--- config.mk ---
export PLATFORM = sky130hd
export DESIGN_NAME = calendar_chain_ctrl
export DESIGN_NICKNAME = d
export VERILOG_FILES = /design/src/rtl/calendar_pkg.sv /design/src/rtl/calendar_day_limit.sv /design/src/rtl/calendar_chain_ctrl.sv
export SDC_FILE = /design/constraint.sdc
export NUM_CORES = 1
export LEC_CHECK = 0
export ABC_AREA = 1
export CAP_MARGIN = 40
export CELL_PAD_IN_SITES_DETAIL_PLACEMENT = 0
export CELL_PAD_IN_SITES_GLOBAL_PLACEMENT = 1
export CORE_UTILIZATION = 35
export CTS_CLUSTER_SIZE = 16
export DETAILED_ROUTE_END_ITERATION = 12
export HOLD_SLACK_MARGIN = 0.03
export PLACE_DENSITY_LB_ADDON = 0.15
export SYNTH_ARGS = -nofsm -noshare
export SYNTH_HDL_FRONTEND = slang
export SYNTH_HIERARCHICAL = 1
export SYNTH_SLANG_ARGS = --single-unit
--- constraint.sdc ---
create_clock -name CP -period 3.5 [get_ports CP]
set_clock_uncertainty 0.2 [all_clocks]
set_input_delay 0.525 -clock CP [delete_from_list [all_inputs] [get_ports CP]]
set_output_delay 0.525 -clock CP [all_outputs]
set_load 0.05 [all_outputs]
--- src/rtl/calendar_pkg.sv ---
// Shared encodings and field limits for the calendar counter chain.
package calendar_pkg;

    typedef enum logic [2:0] {
        MODE_RUN      = 3'd0,
        MODE_SET_SEC  = 3'd1,
        MODE_SET_MIN  = 3'd2,
        MODE_SET_HOUR = 3'd3,
        MODE_SET_DAY  = 3'd4,
        MODE_SET_MON  = 3'd5,
        MODE_SET_YEAR = 3'd6
    } mode_e;

    localparam int SEC        = 0;
    localparam int MIN        = 1;
    localparam int HOUR       = 2;
    localparam int DAY        = 3;
    localparam int MON        = 4;
    localparam int YEAR       = 5;
    localparam int NUM_FIELDS = 6;

    localparam logic [15:0] SEC_MAX  = 16'd59;
    localparam logic [15:0] MIN_MAX  = 16'd59;
    localparam logic [15:0] HOUR_MAX = 16'd23;
    localparam logic [15:0] MON_MAX  = 16'd12;

endpackage

--- src/rtl/calendar_day_limit.sv ---
// Combinational days-in-month lookup with Gregorian leap-year rule.
module calendar_day_limit (
    input  logic [15:0] mon_i,
    input  logic [15:0] year_i,
    output logic [15:0] day_lim_o
);

    logic leap;

    assign leap = ((year_i % 16'd4) == 16'd0) &&
                  (((year_i % 16'd100) != 16'd0) || ((year_i % 16'd400) == 16'd0));

    // Out-of-range months fall through to 31.
    always_comb begin
        day_lim_o = 16'd31;
        case (mon_i)
            16'd2:                      day_lim_o = leap ? 16'd29 : 16'd28;
            16'd4, 16'd6, 16'd9, 16'd11: day_lim_o = 16'd30;
            default:                    day_lim_o = 16'd31;
        endcase
    end

endmodule

--- src/rtl/calendar_chain_ctrl.sv ---
// Carry-chain enable generator, day-limit register and key-driven time-set FSM
// for the calendar's cascade of modulo counters.
module calendar_chain_ctrl
    import calendar_pkg::*;
#(
    parameter int YEAR_MAX  = 9999,
    parameter int TIMEOUT_S = 30
) (
    input  logic        CP,
    input  logic        nCR,
    input  logic        tick,
    input  logic        key_mode,
    input  logic        key_inc,
    input  logic [15:0] sec_q,
    input  logic [15:0] min_q,
    input  logic [15:0] hour_q,
    input  logic [15:0] day_q,
    input  logic [15:0] mon_q,
    input  logic [15:0] year_q,
    output logic [5:0]  en,
    output logic [15:0] day_max,
    output logic [2:0]  mode,
    output logic        set_active
);

    localparam int IDLE_W = $clog2(TIMEOUT_S + 1);
    localparam logic [IDLE_W-1:0] IDLE_LAST = IDLE_W'(TIMEOUT_S - 1);

    mode_e                 state_q, state_d;
    logic                  mode_dly_q, inc_dly_q;
    logic [IDLE_W-1:0]     idle_q, idle_d;
    logic [NUM_FIELDS-1:0] en_q, en_d;
    logic [15:0]           day_max_q, day_lim;
    logic                  mode_edge, inc_edge;
    logic [NUM_FIELDS-1:0] carry;

    calendar_day_limit u_day_limit (
        .mon_i     (mon_q),
        .year_i    (year_q),
        .day_lim_o (day_lim)
    );

    assign mode_edge = key_mode & ~mode_dly_q;
    assign inc_edge  = key_inc  & ~inc_dly_q;

    // Day carry compares against the registered limit; fields are stable between enables.
    assign carry[SEC]  = tick;
    assign carry[MIN]  = carry[SEC]  & (sec_q  >= SEC_MAX);
    assign carry[HOUR] = carry[MIN]  & (min_q  >= MIN_MAX);
    assign carry[DAY]  = carry[HOUR] & (hour_q >= HOUR_MAX);
    assign carry[MON]  = carry[DAY]  & (day_q  >= day_max_q);
    assign carry[YEAR] = carry[MON]  & (mon_q  >= MON_MAX);

    always_comb begin
        state_d = state_q;
        idle_d  = idle_q;
        en_d    = '0;
        case (state_q)
            MODE_RUN: begin
                idle_d = '0;
                en_d   = carry;
                if (mode_edge) state_d = MODE_SET_SEC;
            end
            MODE_SET_SEC, MODE_SET_MIN, MODE_SET_HOUR,
            MODE_SET_DAY, MODE_SET_MON, MODE_SET_YEAR: begin
                if (mode_edge) begin
                    state_d = (state_q == MODE_SET_YEAR) ? MODE_RUN : mode_e'(state_q + 3'd1);
                    idle_d  = '0;
                end else if (inc_edge) begin
                    // Set states are ordered like the field indices, offset by one.
                    en_d   = NUM_FIELDS'(1) << (state_q - 3'd1);
                    idle_d = '0;
                end else if (tick) begin
                    if (idle_q == IDLE_LAST) begin
                        state_d = MODE_RUN;
                        idle_d  = '0;
                    end else begin
                        idle_d = idle_q + 1'b1;
                    end
                end
            end
            default: begin
                state_d = MODE_RUN;
                idle_d  = '0;
            end
        endcase
    end

    always_ff @(posedge CP or negedge nCR) begin
        if (!nCR) begin
            state_q    <= MODE_RUN;
            mode_dly_q <= 1'b0;
            inc_dly_q  <= 1'b0;
            idle_q     <= '0;
            en_q       <= '0;
            day_max_q  <= 16'd31;
        end else begin
            state_q    <= state_d;
            mode_dly_q <= key_mode;
            inc_dly_q  <= key_inc;
            idle_q     <= idle_d;
            en_q       <= en_d;
            day_max_q  <= day_lim;
        end
    end

    assign en         = en_q;
    assign day_max    = day_max_q;
    assign mode       = state_q;
    assign set_active = state_q inside {MODE_SET_SEC, MODE_SET_MIN, MODE_SET_HOUR,
                                        MODE_SET_DAY, MODE_SET_MON, MODE_SET_YEAR};

endmodule

### After elaboration in Yosys (flattened, before gate mapping)

Index checks and enable logic that the tools add are counted.

* bits in registers: 32
* output and inout bits: 26
* word-level logic and storage cells: 70

* add/sub/neg operators: 3
* div/mod/pow operators: 2
* $lt $le $gt $ge: 5
* equal/unequal tests: 17
* shifts and indexed selects: 1
* muxes and demuxes: 17
* bitwise operators: 9
* reduce and logical (&&, ||, !) cells: 10

Operator list (count)
* 16-bit by 3-bit == test with 1-bit output, second input constant: 2
* 16-bit by 4-bit == test with 1-bit output, second input constant: 2
* 16-bit by 6-bit greater-or-equal comparator with 1-bit output, second input constant: 2
* 16-bit zero test: 2
* 16-bit one-hot mux with 2 select lines: 1
* 5-bit 2-to-1 mux: 5
* 3-bit 2-to-1 mux: 6
* 16-bit by 2-bit == test with 1-bit output, second input constant: 1
* 16-bit greater-or-equal comparator: 1
* 16-bit by 4-bit greater-or-equal comparator with 1-bit output, second input constant: 1
* 16-bit by 5-bit greater-or-equal comparator with 1-bit output, second input constant: 1
* 16-bit by 7-bit modulo with 16-bit output, second input constant: 1
* 16-bit by 9-bit modulo with 16-bit output, second input constant: 1
* 16-bit nonzero test: 1
* 6-bit 2-to-1 mux: 2
* 6-bit one-hot mux with 2 select lines: 1
* 3-bit == test, second input constant: 3
* 3-bit inequality test, second input constant: 3
* 1-bit bitwise AND: 7
* 3-bit by 2-bit == test with 1-bit output, second input constant: 2
* 3-bit one-hot mux with 2 select lines: 1
* 6-bit nonzero test: 1
* 6-bit OR reduction: 1
* 1-bit by 3-bit left shift with 6-bit output, first input constant: 1
* 14 further kinds: 15

### Longest topological paths before layout

Gate-level depths: netlist of run 1.

* depth after elaboration: 7
* gate-level depth with buffers: 53
* mapped depth without buffers: 53

### By module

The synthesis of run 1 kept the hierarchy.

By module, submodules not included
* calendar_day_limit: times used 1, cells each 367, area each 2005.7 um^2, seq. area each 0.0 um^2
* calendar_chain_ctrl: times used 1, cells each 237, area each 1930.6 um^2, seq. area each 807.0 um^2

### Worst setup path after synthesis of run 1

No wires, ideal clock.

* kind: input-to-reg
* from: input port year_q[12]
* to: register day_max_q[0], in the netlist day_max[0]
* arrival: 4385 ps
* required time: 3218 ps
* setup slack: -1167 ps
* cell stages on the path: 50
* path through: nor2_2 > nand2_2 > nand2_2 > nand2_1 > o21ai_1 > nand2_1 > nand2_1 > nand2_1 > nand3_1 > nand2_2 > inv_2 > nand2_4 > nand2_2 > nand2_4 > nor2_4 > nand2_4 > nand2_4 > nand2_4 > (+14 left out) > nand2_4 > nand2_4 > nand2_2 > inv_2 > o21ai_2 > nand2_1 > nor2_4 > nand2_2 > nand3_1 > nand2_2 > inv_2 > nand2_1 > nand3_1 > inv_1 > a21oi_2 > nand4_1 > nand2_1 > nand2_1

* longest elaborated chain between the ends: 6

Ends and longest elaborated chain
* start: declaration: RTL line calendar_chain_ctrl.sv:19 `input logic [15:0] year_q,`
* 16-bit by 7-bit modulo with 16-bit output or 16-bit by 9-bit modulo with 16-bit output (tied branches): RTL line calendar_day_limit.sv:11 `(((year_i % 16'd100) != 16'd0) || ((year_i % 16'd400) == 16'd0));`
* 16-bit nonzero test or 16-bit zero test (tied branches): RTL line calendar_day_limit.sv:11
* 1-bit logical OR *: RTL line calendar_day_limit.sv:11
* 1-bit logical AND *: RTL line calendar_day_limit.sv:10 `assign leap = ((year_i % 16'd4) == 16'd0) &&`
* 1-bit 2-to-1 mux *: RTL line calendar_day_limit.sv:17 `16'd2: day_lim_o = leap ? 16'd29 : 16'd28;`
* 16-bit one-hot mux with 2 select lines *: RTL line calendar_day_limit.sv:16 `case (mon_i)`
* named net day_lim[0]: RTL line calendar_chain_ctrl.sv:33 `logic [15:0] day_max_q, day_lim;`
* end signal: assignment: RTL line calendar_chain_ctrl.sv:103 `day_max_q <= day_lim;`
* end: declaration: RTL line calendar_chain_ctrl.sv:33

Mark *: on every way through the listed nets, which the timed path passes. The rest lies on a longest branch.
A chain may end at the register's enable or synchronous reset.

### Final worst setup path of run 1

* from: input port year_q[14]
* to: register day_max_q[0], in the netlist day_max[0]

The elaborated chain is that of the path after synthesis.

==> results by group, run 1 <==
Logic synthesis
  • Synth Area in Simple Gates: 49.59%
  • Largest family of logic cells by synthesized area: simple AND/OR/NAND/NOR gates
  • Top cells by count, synth: nand2_1 (152), inv_1 (79), nand3_1 (57)
  • Post-synth ARST share: 100.0%
  • FF+latch count, synth: 32
  • Top post-synthesis cells by area: dfrtp_1 (17%), nand2_1 (14%), inv_1 (7.5%)
  • Area leader, netlist: dfrtp_1
  • Post-synthesis mux area share: less than 1%
  • Most frequent cell after synthesis: nand2_1
  • Post-synthesis compound-gate area fraction: 10.08%
  • YS warnings: 6
  • XOR/XNOR Fraction of Synth Area: less than 1%
  • Post-synth top flop: dfrtp_1
  • Synth Area in Adders: 6.675%
  • Area share of the largest cell type after synthesis: between 15 and 20%
  • Sequential-to-total area share from yosys stat: roughly a fifth
  • Post-Syn Instances: approximately 600
  • Post-synth EDFFs: 0
  • Synthesized cell area: 3936 um2
  • Avg Cell Area, Syn: 6.517 um2
  • Yosys cell types: 44

Critical path
  • Critical path buffers and inverters: 5
  • Slowest-stage cell, CP: o21ai_2
  • WS Path Type: primary input to flip-flop
  • CP required: 3.50 ns
  • CP endpoint kind: flip-flop
  • Crit. Startpoint: year_q[14]
  • Top delay family on crit path: simple AND/OR/NAND/NOR gates
  • Critical Path Start Type: primary input
  • Critical Path AT: 5.10 ns
  • Largest stage delay on the critical path: ~0.21 ns
  • Worst R2R End: en[5]$_DFF_PN0_
  • R2R setup slack: 1.59 ns
  • R2R cell count: 8
  • Reg-to-reg critical path startpoint: mode[1]$_DFFE_PN0P_
  • Crit-path max FO: 7
  • CP most frequent cell: nand2_4

Route
  • Routed length per instance: 11.84 um
  • Vias per cell: about 4.7
  • Vias: ~4500
  • Routed WL: 11370 um
  • Drt first pass iters: 4
  • Final antenna-violating net count: 0
  • DRT iter0 DRCs: 90
  • Drt drc: 0

STA
  • Tmin final: slightly above 5 ns
  • Hold Vio Cnt, Final: 0
  • Final Cycle Share: 145.8%
  • Final worst setup slack: -1.602 ns
  • Final setup viols: 1
  • Fmax: 196.0 MHz
  • Worst-Margin Slew: ~0.53 ns
  • Setup TNS: -1.602 ns
  • Worst slew margin: approximately 64%
  • RSZ-0062 raised after global routing: true
  • Final Hold Slack: 0.3498 ns
  • Max Slew Vio Count: 0

Min path
  • Worst Hold Path EP: idle_q[0]$_DFFE_PN0P_
  • Hold path depth: 1
  • Hold path start: idle_q[0]$_DFFE_PN0P_
  • Min-delay worst type: flip-flop to flip-flop

Placement
  • Buffers on Ports: 126
  • Pre-CTS WS: -2.175 ns
  • Placed Area: roughly 5800 um2
  • DP HPWL: 8913 um
  • Gpl congestion: 0.8205
  • Inst Count DP: roughly 930

Clocking
  • CTS tree: yes
  • Clock Sinks: 32
  • # hold bufs at CTS: 0
  • Clock Tree Buf Depth: 2
  • Cts bufs inserted: 5
  • Root buf cell: clkbuf_8
  • Clk pin slew, worst setup/hold paths: 0.07 ns
  • Level count of the clock H-tree: 2
  • Worst skew pair latency: 0.28 ns

Status
  • Violations in the final reports: setup timing
  • Status: finished with violations

Global route
  • Grt ovf: 0
  • Met3 Use GR: 3.315%
  • Gr busiest metal: met2
  • Vias in the first global route: 4474
  • Largest net degree at the start of global routing: 33
  • Met1 Use GR: about a fifth
  • First-pass GRT wire length: 18340 um
  • Global Route met2 Usage: a little under two fifths
  • Initial antenna violation count: 0
  • Total GRT Usage: between 10% and 20%

Flow run
  • Number of max-cap violations: 0

Floorplan
  • Initial core utilization: 36.15%
  • Rows: 38
  • Die span in x: 108.1 um
  • Die Area: 11670 um2
  • Num ports: 127
  • Die Span Y: 108.1 um
  • Core ar.: 10890 um2

Layout
  • Synthesis-to-layout area growth: 65.92%
  • Non-Filler Instances: 960
  • Layout cell share with drive strength beyond 1: 31.95%
  • # diodes: 0
  • Final Instance Area: around 6500 um2
  • Fillers: 1007
  • Core Util, Final: between 50% and 60%
  • Fin nets: 941

Pwr
  • Power per Cell Area: 935.5 nW/um2
  • Maximum vdd ir drop: 0.0006059 V
  • P_leak: 3.217 nW
  • Total chip power: 6.110 mW
## report_power, final
group	switching (mW)	internal [mW]	leakage [nW]	total, mW
sequential	0.0620	0.432	0.391	0.494
clock	0.137	0.210	0.0541	0.347
combinational	3.12	2.15	2.77	5.27
## state kept, by name (all words and copies together) (netlist names)
register	flops
idle_q	5
mode	3
mode_dly_q	1
day_max	16
en	6
inc_dly_q	1
## layer usage
layer	part of all wire (%)	routed length, um
met1	40	4567
met2	54	6109
met3	5.2	591
met4	0.85	97
met5	0	0
## kinds of logic after synthesis
family                   Yosys count
AO/OA/AOI/OAI                     66
XOR/XNOR                           4
adder cells (fa/ha/maj)           21
buffers and inverters            110
flip-flops                        32
multiplexers                       1
other                              2
AND/OR/NAND/NOR                  368
## final cells by class
| class | instances | area [um2] | share of cell area (%) |
|---|---|---|---|
| Tap cell | 140 | 175.2 | 2.682 |
| Clock inverter | 3 | 42.54 | 0.6513 |
| Timing Repair Buffer | 210 | 1901 | 29.10 |
| Inverter | 96 | 380.4 | 5.824 |
| Sequential cell | 32 | 807.0 | 12.36 |
| Multi-Input combinational cell | 474 | 3157 | 48.33 |
| Clock buffer | 5 | 68.82 | 1.054 |
## timing repair
item,in CTS,in global routing
endpoints found under the setup margin,1,1
gates resized for setup,58,82
setup buffers,11,13
pin swaps,33,73
## how the worst max path moves through the flow
stage / to / slack, ns / cells past startpoint
after floorplan: day_max[0]$_DFF_PN1_ / -1.15 / 50
final: day_max[0]$_DFF_PN1_ / -1.60 / 46
after global placement: day_max[0]$_DFF_PN1_ / -2.02 / 48
after detailed placement: day_max[0]$_DFF_PN1_ / -2.17 / 46
after global routing: day_max[0]$_DFF_PN1_ / -1.97 / 52
after CTS: day_max[0]$_DFF_PN1_ / -1.54 / 48
## cell usage in the layout (no fill, tap or decap), drive strengths merged
master and instances:
nand2 199, clkdlybuf4s50 120, inv 96, buf 89, nand3 68, nor2 60, dfrtp 27, o21ai 27
ha 21, a21oi 19, nand4 18, conb 14, nor4 8, o211ai 6, nor3 5, clkbuf 5
dfstp 5, nand3b 4, xor2 4, o21bai 3, a31oi 3, a21o 2, or2 2, o31ai 2
o22ai 2, o21a 2, and2 2, and3 1, mux2i 1, nor3b 1, clkinv 1, bufinv 1
clkinvlp 1, dlygate4sd2 1
No activity file was read; power rests on OpenSTA's default activity.
==> run 2: changes to the inputs <==
ABC_AREA = 0   (was 1)
CORE_UTILIZATION = 37   (was 35)
CTS_CLUSTER_SIZE = default   (was 16)
==> run 2 against run 1 <==
The run still ends with setup timing left. First-iteration DRC count rose to 2.8 times the previous value. Flip-flop and latch count stayed put. Hold slack got worse by 0.028 ns. Cell area rose by 1.3%. Setup slack got worse by 0.47 ns. Non-clock buffer count rose by 36. Synthesized area grew 1.8%. Critical endpoint unchanged. Largest cell class unchanged.
==> results by group, run 2 <==
STA
  • Final setup viols: 1 (unchanged)
  • Worst-Margin Slew: 0.5377 ns (+0.003244 ns)
  • RSZ-0062 raised after global routing: true
  • Final Hold Slack: 0.3213 ns (-0.02843 ns)
  • Hold Vio Cnt, Final: 0 (unchanged)
  • Worst slew margin: 64.04% (-0.22 points)
  • Max Slew Vio Count: 0 (unchanged)
  • Tmin final: 5.572 ns (+0.4698 ns)
  • Fmax: 179.5 MHz (-8.4%)
  • Final Cycle Share: 159.2% (+13 points)
  • Final worst setup slack: -2.072 ns (-0.4698 ns)

Logic synthesis
  • FF+latch count, synth: 32 (unchanged)
  • YS warnings: 6 (unchanged)
  • Top post-synthesis cells by area: dfrtp_1 (17%), ha_1 (6.6%), a21oi_1 (4.1%)
  • Area leader, netlist: dfrtp_1
  • Post-synth top flop: dfrtp_1
  • Post-Syn Instances: 507 (-16%)
  • Area share of the largest cell type after synthesis: 16.86% (-0.30 points)
  • Synthesized cell area: 4006 um2 (+1.8%)
  • Yosys cell types: 89 (+100%)
  • Post-synth EDFFs: 0 (unchanged)
  • Post-synth ARST share: 100.0% (unchanged)
  • Sequential-to-total area share from yosys stat: 20.14% (-0.36 points)
  • Most frequent cell after synthesis: nand2_1
  • Top cells by count, synth: nand2_1 (37), a21oi_1 (33), inv_1 (30)
  • Avg Cell Area, Syn: 7.902 um2 (+21%)

Floorplan
  • Die span in x: 106.1 um (-1.8%)
  • Rows: 37 (-2.6%)
  • Core ar.: 10420 um2 (-4.3%)
  • Num ports: 127 (unchanged)
  • Initial core utilization: 38.46% (+2.3 points)
  • Die Area: 11250 um2 (-3.7%)
  • Die Span Y: 106.1 um (-1.8%)

Clocking
  • CTS tree: yes
  • Root buf cell: clkbuf_8
  • Clk pin slew, worst setup/hold paths: 0.07 ns (about the same)
  • Cts bufs inserted: 5 (unchanged)
  • Clock Tree Buf Depth: 2 (unchanged)
  • Worst skew pair latency: 0.28 ns (about the same)
  • # hold bufs at CTS: 0 (unchanged)
  • Level count of the clock H-tree: 2 (unchanged)
  • Clock Sinks: 32 (unchanged)

Global route
  • First-pass GRT wire length: 22070 um (+20%)
  • Initial antenna violation count: 0 (unchanged)
  • Total GRT Usage: 23.55% (+4.5 points)
  • Grt ovf: 0 (unchanged)
  • Vias in the first global route: 4725 (+5.6%)
  • Largest net degree at the start of global routing: 33 (unchanged)

Critical path
  • Reg-to-reg critical path startpoint: mode[1]$_DFFE_PN0P_
  • R2R setup slack: 1.33 ns (-0.26 ns)
  • CP endpoint kind: flip-flop
  • Worst R2R End: en[5]$_DFF_PN0_
  • WS Path Type: primary input to flip-flop
  • Critical Path Start Type: primary input
  • Crit-path max FO: 5 (-2)
  • CP required: 3.50 ns (about the same)
  • R2R cell count: 7 (-1)
  • Crit. Startpoint: year_q[12]
  • Crit path capture: day_max[0]$_DFF_PN1_
  • Critical Path AT: 5.58 ns (+0.48 ns)

Route
  • Routed WL: 13490 um (+19%)
  • Drt drc: 0 (unchanged)
  • Drt first pass iters: 5 (+1)
  • Routed length per instance: 15.48 um (+31%)
  • Final antenna-violating net count: 0 (unchanged)
  • Vias per cell: 5.412 (+14%)
  • Vias: 4714 (+3.6%)
  • DRT iter0 DRCs: 249 (+180%)

Pwr
  • Power per Cell Area: 551.8 nW/um2 (-41%)
  • P_leak: 2.866 nW (-11%)
  • Total chip power: 3.649 mW (-40%)
  • Maximum vdd ir drop: 0.0004621 V (-24%)

Layout
  • Fin nets: 856 (-9.0%)
  • Fillers: 900 (-11%)
  • # diodes: 0 (unchanged)
  • Max reg flops: 16 (unchanged)
  • Synthesis-to-layout area growth: 65.08%
  • Layout cell share with drive strength beyond 1: 28.30% (-3.7 points)
  • Commonest cells after routing, fill and taps aside: clkdlybuf4s50_1 (120), buf_4 (112), nand2_1 (36)
  • Commonest non-fill, non-tap cell in the layout: clkdlybuf4s50_1

Status
  • Status: finished with violations
  • Violations in the final reports: setup timing

Flow run
  • Number of max-cap violations: 0 (unchanged)

Placement
  • Buffers on Ports: 126 (unchanged)
  • Gpl congestion: 0.9177 (+12%)
  • DP HPWL: 10400 um (+17%)

Min path
  • Min-delay worst type: flip-flop to flip-flop
-- run 2: cells by family (layout without fill, tap and decap cells) --
| group | Yosys count | count (layout) | synth area share [%] |
|---|---|---|---|
| AOI/OAI and AO/OA | 174 | 174 | 32.79 |
| xor gates and xnor gates | 18 | 18 | 3.935 |
| adders and majority gates | 24 | 24 | 7.308 |
| buffers and inverters | 68 | 284 | 8.245 |
| DFF | 32 | 32 | 20.14 |
| muxes | 10 | 10 | 2.592 |
| other | 2 | 14 | 0.1875 |
| and+or+nand+nor | 179 | 179 | 24.80 |
-- run 2: where the power goes --
part / total (mW) / switching [mW] / internal (mW) / leakage [nW]
clock network: 0.289 / 0.129 / 0.160 / 0.0455
logic: 2.88 / 1.49 / 1.39 / 2.43
registers: 0.484 / 0.0564 / 0.428 / 0.391
total: 3.65 / 1.68 / 1.97 / 2.87
-- run 2: final cells by class --
cell class / count / area (um2) / area share [%]
multi-input combinational: 419 / 3248 / 49.11
clock buffer: 8 / 90.09 / 1.362
timing repair buffer: 246 / 2186 / 33.05
sequential: 32 / 807.0 / 12.20
inverter: 30 / 112.6 / 1.703
tap: 136 / 170.2 / 2.573
-- run 2: worst max-delay path, stage by stage --
cell	delay [ns]
buf_6	0.09
o211a_1	0.24
or3_4	0.35
a22o_4	0.25
a211oi_4	0.34
xnor2_2	0.16
and3_4	0.22
o31a_1	0.37
a32o_2	0.32
xor2_2	0.16
a211oi_4	0.31
buf_6	0.17
buf_6	0.10
xnor2_2	0.11
buf_4	0.18
a21oi_1	0.07
o211ai_1	0.23
a221oi_2	0.10
buf_4	0.16
nor2_4	0.13
nor3_1	0.09
o311a_1	0.34
or3_1	0.39
a41oi_2	0.17
-- run 2: worst min path at each step --
stage | endpoint | slack, ns | depth (start not counted) | start
floorplan | day_max[10]$_DFF_PN0_ | 0.03 | 0 | nCR
global placement | idle_q[3]$_DFFE_PN0P_ | 0.30 | 1 | idle_q[3]$_DFFE_PN0P_
detailed placement | idle_q[3]$_DFFE_PN0P_ | 0.31 | 1 | idle_q[3]$_DFFE_PN0P_
CTS | idle_q[3]$_DFFE_PN0P_ | 0.32 | 1 | idle_q[3]$_DFFE_PN0P_
global route | idle_q[3]$_DFFE_PN0P_ | 0.36 | 1 | idle_q[3]$_DFFE_PN0P_
finish | idle_q[3]$_DFFE_PN0P_ | 0.32 | 1 | idle_q[3]$_DFFE_PN0P_
-- run 2: per-stage QoR --
step / util, % / TNS [ns] / worst slack (ns) / cell area (um2) / cells
floorplan: - / -2.254 / -2.254 / 4059 / 519
global placement: 57.97 / -2.795 / -2.795 / 6038 / 845
detailed placement: 57.97 / -2.828 / -2.828 / 6038 / 845
CTS: 61.20 / -2.061 / -2.061 / 6375 / 865
global route: 63.50 / -2.223 / -2.223 / 6614 / 871
finish: 63.50 / -2.072 / -2.072 / 6614 / 871
-- run 2: per-layer routing --
layer	vias up	routed length (um)	GRT usage, %
li1	2362	-	-
met1	2207	5918	29.04
met2	123	6866	43.70
met3	22	500	2.698
met4	0	199	5.060
met5	-	0	0
-- run 2: repair_timing --
item,CTS,global route
setup buffers,12,6
resized for setup,55,42
endpoints found under the setup margin,1,1
pin swaps,27,29
==> run 3: changes to the inputs <==
MAX_ROUTING_LAYER = met4   (was default)
==> run 3 against run 2 <==
The flow still finishes with violations (setup timing). Cell count is 1.1% higher. Largest cell class unchanged. Non-clock buffer count increased by 10. Core utilization increased by 0.78 points. Wire length is 0.24% higher. Total power grew 3.8%. Cell area rose by 1.2%. Clock-buffer cell count stayed put. Sequential share of layout area fell by 0.15 points. Critical path depth unchanged. Maximum frequency decreased by 0.92%. First-iteration DRC count grew 2.0%.
==> results by group, run 3 (same netlist as run 2, synthesis figures left out) <==
Route
  • Drt first pass iters: 4 (-1)
  • Vias: 4799 (+1.8%)
  • DRT iter0 DRCs: 254 (+2.0%)
  • Routed WL: 13520 um (+0.24%)
  • Vias per cell: 5.447 (+0.65%)
  • Final antenna-violating net count: 0 (unchanged)
  • Drt drc: 0 (unchanged)
  • Routed length per instance: 15.34 um (-0.89%)

Clocking
  • CTS tree: yes
  • Level count of the clock H-tree: 2 (unchanged)
  • Root buf cell: clkbuf_8
  • Clock Tree Buf Depth: 2 (unchanged)
  • Clock Sinks: 32 (unchanged)
  • # hold bufs at CTS: 0 (unchanged)
  • Cts bufs inserted: 5 (unchanged)
  • Worst skew pair latency: 0.28 ns (about the same)
  • Clk pin slew, worst setup/hold paths: 0.06 ns (about the same)

Critical path
  • Critical Path Start Type: primary input
  • Critical Path Stages: 24 (unchanged)
  • R2R cell count: 7 (unchanged)
  • CP required: 3.50 ns (about the same)
  • Crit-path cells: buf_6, o211a_1, or3_4, a22o_4, a211oi_4, buf_4, mux2i_1, o211ai_1, o31a_1, a32o_2, xor2_2, a211oi_4, buf_6, buf_6, o21ai_4, buf_6, nor4_4, nor4_2, mux2_4, nor2_4, a21boi_1, o311a_1, or3_1, a41oi_2
  • Critical path buffers and inverters: 5 (unchanged)
  • Critical Path AT: 5.63 ns (+0.05 ns)
  • CP most frequent cell: buf_6
  • Slowest-stage cell, CP: nor4_4
  • Top delay family on crit path: compound AO/OA/AOI/OAI gates
  • Crit-path max FO: 5 (unchanged)
  • CP endpoint kind: flip-flop
  • Largest stage delay on the critical path: 0.42 ns (+0.03 ns)
  • WS Path Type: primary input to flip-flop

Global route
  • First-pass GRT wire length: 21330 um (-3.4%)
  • Grt ovf: 0 (unchanged)
  • Total GRT Usage: 23.58% (+0.030 points)
  • Global Route met2 Usage: 42.16% (-1.5 points)
  • Met3 Use GR: 2.759% (+0.061 points)
  • Vias in the first global route: 4571 (-3.3%)
  • Initial antenna violation count: 0 (unchanged)
  • Gr busiest metal: met2
  • Met1 Use GR: 28.54% (-0.50 points)
  • Largest net degree at the start of global routing: 33 (unchanged)

Pwr
  • P_leak: 2.929 nW (+2.2%)
  • Clock network power share: 8.1% (+0.2 points)
  • Combinational share of power: 79.1% (+0.3 points)
  • Switch Pwr: 1.716 mW (+2.4%)
  • Sw Ratio: 45.30% (-0.61 points)
  • Sequential power share: 12.8% (-0.5 points)
  • Cell Int Power: 2.072 mW (+5.0%)
  • Power per Cell Area: 565.7 nW/um2 (+2.5%)
  • Maximum vdd ir drop: 0.0004274 V (-7.5%)

Layout
  • # diodes: 0 (unchanged)
  • Max reg flops: 16 (unchanged)
  • Layout cell share with drive strength beyond 1: 28.86% (+0.56 points)
  • Synthesis-to-layout area growth: 67.11%
  • Non-Filler Instances: 881 (+1.1%)
  • Fin nets: 866 (+1.2%)
  • Commonest cells after routing, fill and taps aside: clkdlybuf4s50_1 (120), buf_4 (118), nand2_1 (36)
  • Commonest non-fill, non-tap cell in the layout: clkdlybuf4s50_1

STA
  • Tmin final: 5.624 ns (+0.05173 ns)
  • Setup TNS: -2.124 ns (-0.05173 ns)
  • Max Slew Vio Count: 0 (unchanged)
  • Worst-Margin Slew: 0.5372 ns (-0.0004950 ns)
  • Worst slew margin: 64.08% (about the same)
  • Final worst setup slack: -2.124 ns (-0.05173 ns)
  • Hold Vio Cnt, Final: 0 (unchanged)
  • Fmax: 177.8 MHz (-0.92%)
  • Final Cycle Share: 160.7% (+1.5 points)
  • Final setup viols: 1 (unchanged)
  • RSZ-0062 raised after global routing: true

Floorplan
  • Core ar.: 10420 um2 (unchanged)
  • Die Area: 11250 um2 (unchanged)
  • Initial core utilization: 38.46% (unchanged)
  • Die Span Y: 106.1 um (unchanged)
  • Rows: 37 (unchanged)
  • Die span in x: 106.1 um (unchanged)
  • Num ports: 127 (unchanged)

Status
  • Violations in the final reports: setup timing
  • Status: finished with violations

Min path
  • Min-delay worst type: flip-flop to flip-flop
  • Hold path depth: 1 (unchanged)

Placement
  • Inst Count DP: 843 (-0.24%)
  • DP HPWL: 10210 um (-1.8%)
  • Gpl congestion: 0.9088 (-0.97%)
  • Buffers on Ports: 126 (unchanged)

Flow run
  • Number of max-cap violations: 0 (unchanged)
## run 3: cell count changes in the layout (fill, tap and decap cells not counted), moves of 3 or more
cell     change
buf_4        +6
o21ai_1      +4
a21oi_1      +3
o21ai_0      -3
## run 3: what timing repair did
item                       CTS  global route
setup endpoints to repair    1             1
resized for setup           47            49
buffers inserted            11            18
pin swaps                   28            33
gates cloned                 0             1
## run 3: cell type report
cell class | count | area (um2)
Multi-Input combinational cell | 419 | 3227
Fill cell | 875 | 3721
Tap cell | 136 | 170.2
Inverter | 30 | 112.6
Timing Repair Buffer | 256 | 2278
Clock buffer | 8 | 100.1
Sequential cell | 32 | 807.0
## run 3: power by group through the flow
stage / combinational, mW / clock (mW) / sequential, mW
after floorplan: 1.38 / 0 / 0.633
after global placement: 2.33 / 0 / 0.489
after detailed placement: 2.37 / 0 / 0.491
after CTS: 2.71 / 0.319 / 0.485
after global routing: 3.21 / 0.328 / 0.495
final: 3.00 / 0.307 / 0.485
## run 3: worst paths after layout
kind	slack [ns]	end	from
setup / recovery	-2.12	day_max[0]$_DFF_PN1_	year_q[12]
hold / removal	0.32	idle_q[3]$_DFFE_PN0P_	idle_q[3]$_DFFE_PN0P_
setup reg to reg	1.27	en[5]$_DFF_PN0_	mode[1]$_DFFE_PN0P_
hold reg to reg	0.32	idle_q[3]$_DFFE_PN0P_	idle_q[3]$_DFFE_PN0P_
max in group asynchronous	2.33	day_max[0]$_DFF_PN1_	nCR
min in group asynchronous	0.43	day_max[12]$_DFF_PN0_	nCR
## run 3: worst register-to-register path: stages, from the launching register on
cell and delay, ns:
dfrtp_1 0.48, or2_4 0.31, inv_1 0.11, ha_1 0.22, nand2_1 0.10, a41o_1 0.25, or3_1 0.36, o22ai_1 0.12
## run 3: per-layer routing
| metal | vias to the layer above | wire, um |
|---|---|---|
| met2 | 131 | 6934 |
| met4 | 0 | 174 |
| met3 | 19 | 630 |
| met1 | 2270 | 5779 |
| li1 | 2379 | - |
| met5 | - | 0 |
## run 3: metrics by stage
| step | hold slack [ns] | total power, mW | utilization [%] | instance area (um2) | setup slack [ns] |
|---|---|---|---|---|---|
| after floorplan | 0.02941 | 2.016 | - | 4059 | -2.254 |
| after global placement | 0.3004 | 2.816 | 57.83 | 6023 | -2.794 |
| after detailed placement | 0.3036 | 2.857 | 57.83 | 6023 | -2.881 |
| after CTS | 0.3143 | 3.509 | 61.56 | 6412 | -2.136 |
| after global routing | 0.3488 | 4.029 | 64.28 | 6695 | -2.253 |
| final | 0.3161 | 3.787 | 64.28 | 6695 | -2.124 |
